--- src/rtl/event_pulse_controller_pkg.sv ---
// Shared definitions for the event pulse controller slice.
// Holds the FSM state encoding and the default widths of the window
// down-counter and of the per-channel saturating tallies.
package event_pulse_controller_pkg;

    localparam int WIN_W_DEF = 8;
    localparam int TAL_W_DEF = 8;

    localparam logic [1:0] ST_IDLE  = 2'd0;
    localparam logic [1:0] ST_CLEAR = 2'd1;
    localparam logic [1:0] ST_RUN   = 2'd2;
    localparam logic [1:0] ST_DONE  = 2'd3;

    typedef enum logic [1:0] {
        S_IDLE  = ST_IDLE,
        S_CLEAR = ST_CLEAR,
        S_RUN   = ST_RUN,
        S_DONE  = ST_DONE
    } state_t;

endpackage

--- src/rtl/event_pulse_controller_edge.sv ---
// edge_pulse_gen: registered rising-edge detector.
// Ports:
//   clk   - clock
//   rst   - synchronous active-high reset
//   load  - capture d as the previous sample without emitting a pulse
//   en    - detect: pulse <= d & ~previous, previous <= d
//   d     - input stream
//   pulse - registered one-cycle pulse per rising edge seen while enabled
module edge_pulse_gen
    import event_pulse_controller_pkg::*;
(
    input  logic clk,
    input  logic rst,
    input  logic load,
    input  logic en,
    input  logic d,
    output logic pulse
);

    logic d_r;
    logic pulse_r;

    // Previous-sample register and edge pulse; load primes the history so a
    // level already high at load time is not treated as an edge.
    always_ff @(posedge clk) begin
        if (rst) begin
            d_r     <= 1'b0;
            pulse_r <= 1'b0;
        end else if (load) begin
            d_r     <= d;
            pulse_r <= 1'b0;
        end else if (en) begin
            d_r     <= d;
            pulse_r <= d & ~d_r;
        end else begin
            d_r     <= d_r;
            pulse_r <= 1'b0;
        end
    end

    assign pulse = pulse_r;

endmodule

--- src/rtl/event_pulse_controller.sv ---
// event_pulse_controller: front end of the two-input event counter.
// Watches in1/in2 over a window of win_len cycles, issuing one-cycle count
// enables (cnt1/cnt2) per rising edge, a clear pulse (clr) at measurement
// start, and done/ovf status. A toggle of the counter's co during the window
// aborts the measurement and sets the sticky ovf flag.
// Ports:
//   clk, rst          - clock, synchronous active-high reset
//   start, win_len    - measurement request (IDLE only) and window length
//   in1, in2, co      - event streams and counter carry level
//   cnt1, cnt2, clr   - counter controls (registered pulses)
//   busy, done, ovf   - status
//   tally1, tally2    - saturating pulse counts of the current/last run
module event_pulse_controller
    import event_pulse_controller_pkg::*;
#(
    parameter int WIN_W = WIN_W_DEF,
    parameter int TAL_W = TAL_W_DEF
) (
    input  logic             clk,
    input  logic             rst,
    input  logic             start,
    input  logic [WIN_W-1:0] win_len,
    input  logic             in1,
    input  logic             in2,
    input  logic             co,
    output logic             cnt1,
    output logic             cnt2,
    output logic             clr,
    output logic             busy,
    output logic             done,
    output logic             ovf,
    output logic [TAL_W-1:0] tally1,
    output logic [TAL_W-1:0] tally2
);

    localparam logic [WIN_W-1:0] WIN_ZERO = {WIN_W{1'b0}};
    localparam logic [WIN_W-1:0] WIN_ONE  = {{(WIN_W-1){1'b0}}, 1'b1};
    localparam logic [TAL_W-1:0] TAL_ZERO = {TAL_W{1'b0}};
    localparam logic [TAL_W-1:0] TAL_ONE  = {{(TAL_W-1){1'b0}}, 1'b1};
    localparam logic [TAL_W-1:0] TAL_MAX  = {TAL_W{1'b1}};

    state_t           state_r;
    state_t           state_nxt_s;
    logic [WIN_W-1:0] win_cnt_r;
    logic             co_d_r;
    logic             clr_r;
    logic             busy_r;
    logic             done_r;
    logic             ovf_r;
    logic [TAL_W-1:0] tally1_r;
    logic [TAL_W-1:0] tally2_r;

    logic accept_s;
    logic load_s;
    logic run_s;
    logic co_tog_s;

    assign accept_s = (state_r == S_IDLE) && start;
    assign load_s   = (state_r == S_CLEAR);
    assign run_s    = (state_r == S_RUN);
    assign co_tog_s = co ^ co_d_r;

    // Next-state logic; a co toggle ends RUN ahead of window expiry.
    always_comb begin
        state_nxt_s = state_r;
        case (state_r)
            S_IDLE: begin
                if (start) state_nxt_s = S_CLEAR;
                else       state_nxt_s = S_IDLE;
            end
            S_CLEAR: begin
                if (win_cnt_r != WIN_ZERO) state_nxt_s = S_RUN;
                else                       state_nxt_s = S_DONE;
            end
            S_RUN: begin
                if (co_tog_s)                  state_nxt_s = S_DONE;
                else if (win_cnt_r == WIN_ONE) state_nxt_s = S_DONE;
                else                           state_nxt_s = S_RUN;
            end
            S_DONE:  state_nxt_s = S_IDLE;
            default: state_nxt_s = S_IDLE;
        endcase
    end

    // State register plus status outputs decoded from the next state, so
    // they are registered yet aligned with the state they describe.
    always_ff @(posedge clk) begin
        if (rst) begin
            state_r <= S_IDLE;
            clr_r   <= 1'b0;
            busy_r  <= 1'b0;
            done_r  <= 1'b0;
        end else begin
            state_r <= state_nxt_s;
            clr_r   <= (state_nxt_s == S_CLEAR);
            busy_r  <= (state_nxt_s == S_CLEAR) || (state_nxt_s == S_RUN);
            done_r  <= (state_nxt_s == S_DONE);
        end
    end

    // Window down-counter: loaded on accepted start, decremented in RUN.
    always_ff @(posedge clk) begin
        if (rst)           win_cnt_r <= WIN_ZERO;
        else if (accept_s) win_cnt_r <= win_len;
        else if (run_s)    win_cnt_r <= win_cnt_r - WIN_ONE;
        else               win_cnt_r <= win_cnt_r;
    end

    // co history; sampling it at CLEAR exit absorbs the toggle caused by clr.
    always_ff @(posedge clk) begin
        if (rst)                  co_d_r <= 1'b0;
        else if (load_s || run_s) co_d_r <= co;
        else                      co_d_r <= co_d_r;
    end

    // Sticky overflow flag, cleared only by the next accepted start.
    always_ff @(posedge clk) begin
        if (rst)                    ovf_r <= 1'b0;
        else if (accept_s)          ovf_r <= 1'b0;
        else if (run_s && co_tog_s) ovf_r <= 1'b1;
        else                        ovf_r <= ovf_r;
    end

    // Saturating tallies of issued pulses; held in IDLE until the next start.
    always_ff @(posedge clk) begin
        if (rst) begin
            tally1_r <= TAL_ZERO;
            tally2_r <= TAL_ZERO;
        end else if (accept_s) begin
            tally1_r <= TAL_ZERO;
            tally2_r <= TAL_ZERO;
        end else begin
            if (cnt1 && (tally1_r != TAL_MAX)) tally1_r <= tally1_r + TAL_ONE;
            else                               tally1_r <= tally1_r;
            if (cnt2 && (tally2_r != TAL_MAX)) tally2_r <= tally2_r + TAL_ONE;
            else                               tally2_r <= tally2_r;
        end
    end

    edge_pulse_gen u_edge1 (
        .clk   (clk),
        .rst   (rst),
        .load  (load_s),
        .en    (run_s),
        .d     (in1),
        .pulse (cnt1)
    );

    edge_pulse_gen u_edge2 (
        .clk   (clk),
        .rst   (rst),
        .load  (load_s),
        .en    (run_s),
        .d     (in2),
        .pulse (cnt2)
    );

    assign clr    = clr_r;
    assign busy   = busy_r;
    assign done   = done_r;
    assign ovf    = ovf_r;
    assign tally1 = tally1_r;
    assign tally2 = tally2_r;

endmodule

--- config.mk ---
export PLATFORM = sky130hd
export DESIGN_NAME = event_pulse_controller
export DESIGN_NICKNAME = d
export VERILOG_FILES = /design/src/rtl/event_pulse_controller_pkg.sv /design/src/rtl/event_pulse_controller_edge.sv /design/src/rtl/event_pulse_controller.sv
export SDC_FILE = /design/constraint.sdc
export NUM_CORES = 1
export LEC_CHECK = 0
export CORE_UTILIZATION = 54
export DETAILED_ROUTE_END_ITERATION = 16
export HOLD_SLACK_MARGIN = 0.03
export PLACE_DENSITY = 0.92
export SYNTH_ARGS = -nofsm -noshare
export SYNTH_HDL_FRONTEND = slang
export SYNTH_SLANG_ARGS = --single-unit
export TNS_END_PERCENT = 100
--- constraint.sdc ---
create_clock -name clk -period 4.2 [get_ports clk]
set_input_delay 0.63 -clock clk [delete_from_list [all_inputs] [get_ports clk]]
set_output_delay 0.63 -clock clk [all_outputs]
set_load 0.05 [all_outputs]
Yosys cells after proc, flatten, opt, wreduce, memory -nomap -nowiden. Cells that the tools add are included.

Reduce and logical (&&, ||, !) cells: 12. Equality and inequality tests: 9. Add/sub/neg operators: 3. Bitwise gates (word level): 6. Mux-type cells: 11.

Operators by type and width (count): adder 8 x 1 -> 8 bit (second input constant) (2); 2-to-1 mux 8 bit (2); != test 8 bit (second input constant) (2); equality test 2 bit (second input constant) (4); equality test 8 x 1 -> 1 bit (second input constant) (1); 2-to-1 mux 1 bit (8); case mux 2 bit (4 select lines) (1); nonzero test 8 bit (1); subtractor 8 x 1 -> 8 bit (second input constant) (1); equality test 2 x 1 -> 1 bit (second input constant) (2); logical AND 1 bit (4); nonzero test 2 bit (2); inverter 1 bit (3); OR reduction 3 bit (1); AND 1 bit (2); zero test 2 bit (1); logical OR 1 bit (2); OR reduction 2 bit (1); XOR 1 bit (1).

Register bits: 35. Input bits: 14. Word-level logic and storage cells: 54. Output and inout bits: 22.

Depth between registers and ports, before layout.
Word-level depth: 6. Mapped depth: 8. Mapped depth without buffers: 7.

Cells and area by module. A second synthesis with hierarchy kept.

Cell total of the unflattened synthesis: 188. Area total of the unflattened synthesis: 1694.1 um^2.

Modules (own cells, without submodules): event_pulse_controller (instances 1, sequential area each 620.6 um^2, area an instance 1556.5 um^2, cells an instance 174); edge_pulse_gen (instances 2, sequential area each 40.0 um^2, area an instance 68.8 um^2, cells an instance 7).

Least setup slack after synthesis. OpenSTA, ideal clock, no wires.

Path type: register to register. Start point: reg tally2_r[0] (netlist: tally2[0]). End point: reg tally2_r[6] (netlist: tally2[6]). Arrival time: 1.585 ns. Library setup time: 0.124 ns. Period minus slack after synthesis: 1.709 ns. Cell stages (with the launch flop): 6. Data required time: 4.076 ns. Path buffers: 0. Path slack: 2.491 ns. Cell sequence: dfxtp_1 > ha_1 > nand2_1 > nor2_1 > nor4bb_1 > nor3_1.

Cells in the longest elaborated chain, start to end: 2. Elaborated cells between the ends (all ways): 3. Classes of those cells: 1 x add/sub; 1 x eq/ne; 1 x reduce/logical.

Ends and longest elaborated chain: start: declaration (line event_pulse_controller.sv:51) `logic [TAL_W-1:0] tally2_r;`; start signal: assignment (line event_pulse_controller.sv:135) `if (cnt2 && (tally2_r != TAL_MAX)) tally2_r <= tally2_r + TAL_ONE;`; start signal: assignment (line event_pulse_controller.sv:136) `else tally2_r <= tally2_r;`; branches (longest 2 deep; another with adder 8 x 1 -> 8 bit).

Several ways; the timed one is not identified. A chain may end at the register's enable or synchronous reset.

Worst setup path in the final report.
Start point: reg tally2_r[4] (netlist: tally2[4]). End point: out tally2[4].

RTL lines: end: declaration (line event_pulse_controller.sv:33) `output logic [TAL_W-1:0] tally2`.

No word-level cell between the ends.

==> flow_metrics.py <==
metrics = {
    "route": {
        "ant_nets": 0,
        "drc": 0,
        "drt-pass1-iter-count": 4,
        "vias_per_cell": 5.39,
        "finalWirelength_um": 3170,
        "drtIter0Drc": 58,
        "wl_per_cell_um": 12.0,
        "vias": 1422,
    },
    "timing": {
        "max-slew-margin-rel": 0.548,
        "fmax_ghz": 0.427,
        "setup_violations": 0,
        "rsz0062_at_grt": "false",
        "tightest_slew_ns": 0.676,
        "finalHoldViolCount": 0,
        "period_minus_slack_ns": 2.34,
        "setup_ws_ns": 1.86,
        "drv_slew": 0,
        "fin_crit_sh": 0.558,
        "fin_skew_ns": 0.00458,
        "fin_tns_setup_ns": 0,
    },
    "die": {
        "die_w_um": 58.3,
        "initial_core_util": 0.566,
        "io_pins": 36,
        "fp.dieH_um": 58.3,
        "core_area_um2": 3030,
        "dieArea_um2": 3400,
        "rows": 20,
    },
    "setup_path": {
        "timing.rr.start": "state_r[0]$_SDFF_PP0_",
        "cpMaxStageDelayCell": "clkdlybuf4s50_1",
        "cp.arrival_ns": 1.71,
        "cp_max_fo": 10,
        "startpoint": "tally2[4]$_SDFFE_PP0P_",
        "cp-end-kind": "output port",
        "cp-start-kind": "flip-flop",
        "max_stage_delay_ns": 0.86,
        "cpLargestDelayFamily": "buffers and inverters",
        "cp_data_required_time_ns": 3.57,
        "crit_buf_inv": 1,
        "crit_chain": "clkdlybuf4s50_1",
        "critPathKind": "reg -> out",
    },
    "final_layout": {
        "fill_cells": 237,
        "final_cell_mix": "35 x dfxtp_1, 35 x clkdlybuf4s50_1, 27 x nor2_1",
        "drive_above_1_share": 0.0727,
        "insertedDiodeCount": 0,
        "fin_nets": 244,
        "final-instance-count-excl-fill": 264,
        "final_util": 0.706,
        "area_delta_synth_final_pct": 24.7,
    },
    "yosys": {
        "synth_ff_type": "dfxtp_1",
        "synth_edf_count": 0,
        "synth_top_area_cell": "dfxtp_1",
        "seq_area_frac_synth": 0.409,
        "synthTopCellsByArea": "dfxtp_1 41%, ha_1 8.0%, nor2_1 5.9%",
        "netlist_instances": 184,
        "synth_top_area_frac": 0.409,
        "synth-seq-cells": 35,
        "avgSynthCellArea_um2": 9.32,
        "syn_nets": 209,
        "synthesis.area_um2": 1710,
        "synth_cell_types": 41,
        "async_reset_ff_frac": 0,
        "yosysWarningCount": 0,
    },
    "global_routing": {
        "grt_pass1_vias": 1268,
        "overflow": 0,
        "grt_pass1_wl_um": 5210,
        "grt_max_degree": 19,
        "grtUsageTotal": 0.201,
        "antenna_found_initial": 0,
    },
    "placement": {
        "port_buffers": 35,
        "dpl.hpwl_um": 2220,
        "pre_cts_ws_ns": 1.79,
        "gp_congestion": 0.884,
        "dp.cells": 256,
    },
    "worst_hold_path": {
        "hold_path.class": "reg -> reg",
        "hold_start": "u_edge1.d_r$_SDFFE_PP0P_",
    },
    "clocking": {
        "cts_setup_buffers": 0,
        "clkLatencyLatePin_ns": 0.34,
        "cts_tree": "yes",
        "cts_hold_buf": 0,
        "clockRootBuffer": "clkbuf_4",
        "htree_levels": 2,
        "path_clk_slew_ns": 0.11,
        "cts_buffer_depth": 2,
        "ctsResizeCount": 0,
        "cts.sinks": 35,
        "cts_buffers": 5,
    },
    "power": {
        "leakage_nw": 0.791,
        "power_density_nw_per_um2": 330,
        "peakVddDrop_v": 0.000198,
    },
    "flow_run": {
        "drv_cap": 0,
    },
    "status": {
        "status": "completed",
    },
}
==> path summary, 6_finish.rpt <==
check	endpoint	slack, ns	cells after the start
setup / recovery	tally2[4]	1.86	1
setup reg to reg	busy$_SDFF_PP0_	2.45	7
hold reg to reg	u_edge1.pulse$_SDFF_PP0_	0.43	1
hold / removal	u_edge1.pulse$_SDFF_PP0_	0.43	1
==> logic make-up after synthesis <==
group	count (synthesis)	synth area share
XOR/XNOR	11	0.0562
AND/OR/NAND/NOR	75	0.244
flip-flops	35	0.409
buffers and inverters	14	0.0387
multiplexers	5	0.0292
adder cells (fa/ha/maj)	11	0.0803
AO/OA/AOI/OAI	33	0.143
==> power breakdown <==
part	switching, mW	internal, mW	leakage, nW
Clock	0.117	0.0639	0.0272
Combinational	0.0804	0.0676	0.478
Sequential	0.0226	0.354	0.285
Total	0.220	0.486	0.791
==> state kept, by name (all words and copies together) (netlist names) <==
register	count
state_r	2
ovf	1
tally1	8
tally2	8
u_edge2.pulse	1
busy	1
clr	1
win_cnt_r	8
u_edge1.d_r	1
u_edge2.d_r	1
co_d_r	1
done	1
u_edge1.pulse	1
==> area by class of cell <==
type / count / area (µm²) / share of cell area
Tap cell: 44 / 55.1 / 0.0258
Inverter: 7 / 26.3 / 0.0123
Multi-Input combinational cell: 135 / 947 / 0.443
Clock buffer: 5 / 37.5 / 0.0176
Sequential cell: 35 / 701 / 0.328
Clock inverter: 3 / 20.0 / 0.00937
Timing Repair Buffer: 35 / 350 / 0.164
==> synthesized netlist by cell type (3+ instances only) <==
cell,number
a211oi_2,3
a311oi_1,3
dfxtp_1,35
nand2_1,14
nor2b_1,3
xor2_1,7
a211oi_1,6
and3_1,4
nor3_1,6
ha_1,11
mux2i_1,5
inv_1,7
nor2_1,27
xnor2_1,4
nand3_1,7
buf_2,5
a21oi_1,6
o211ai_1,3
==> per-layer routing <==
layer  part of all wire  track usage  vias up  wire length, µm
met1               0.47        0.239      644             1490
met4              0.015       0.0782        0               47
li1                   -            -      728                -
met5                  0            0        -                0
met2               0.45        0.328       44             1440
met3              0.060       0.0769        6              189
==> metrics by stage <==
step                area [µm²]  power, mW  hold slack [ns]
floorplan                 1710      0.495            0.396
global placement          2080      0.529            0.401
global route              2140      0.746            0.446
detailed placement        2080      0.532            0.410
finish                    2140      0.706            0.425
CTS                       2140      0.714            0.426
(Power assumes the default switching activity.)
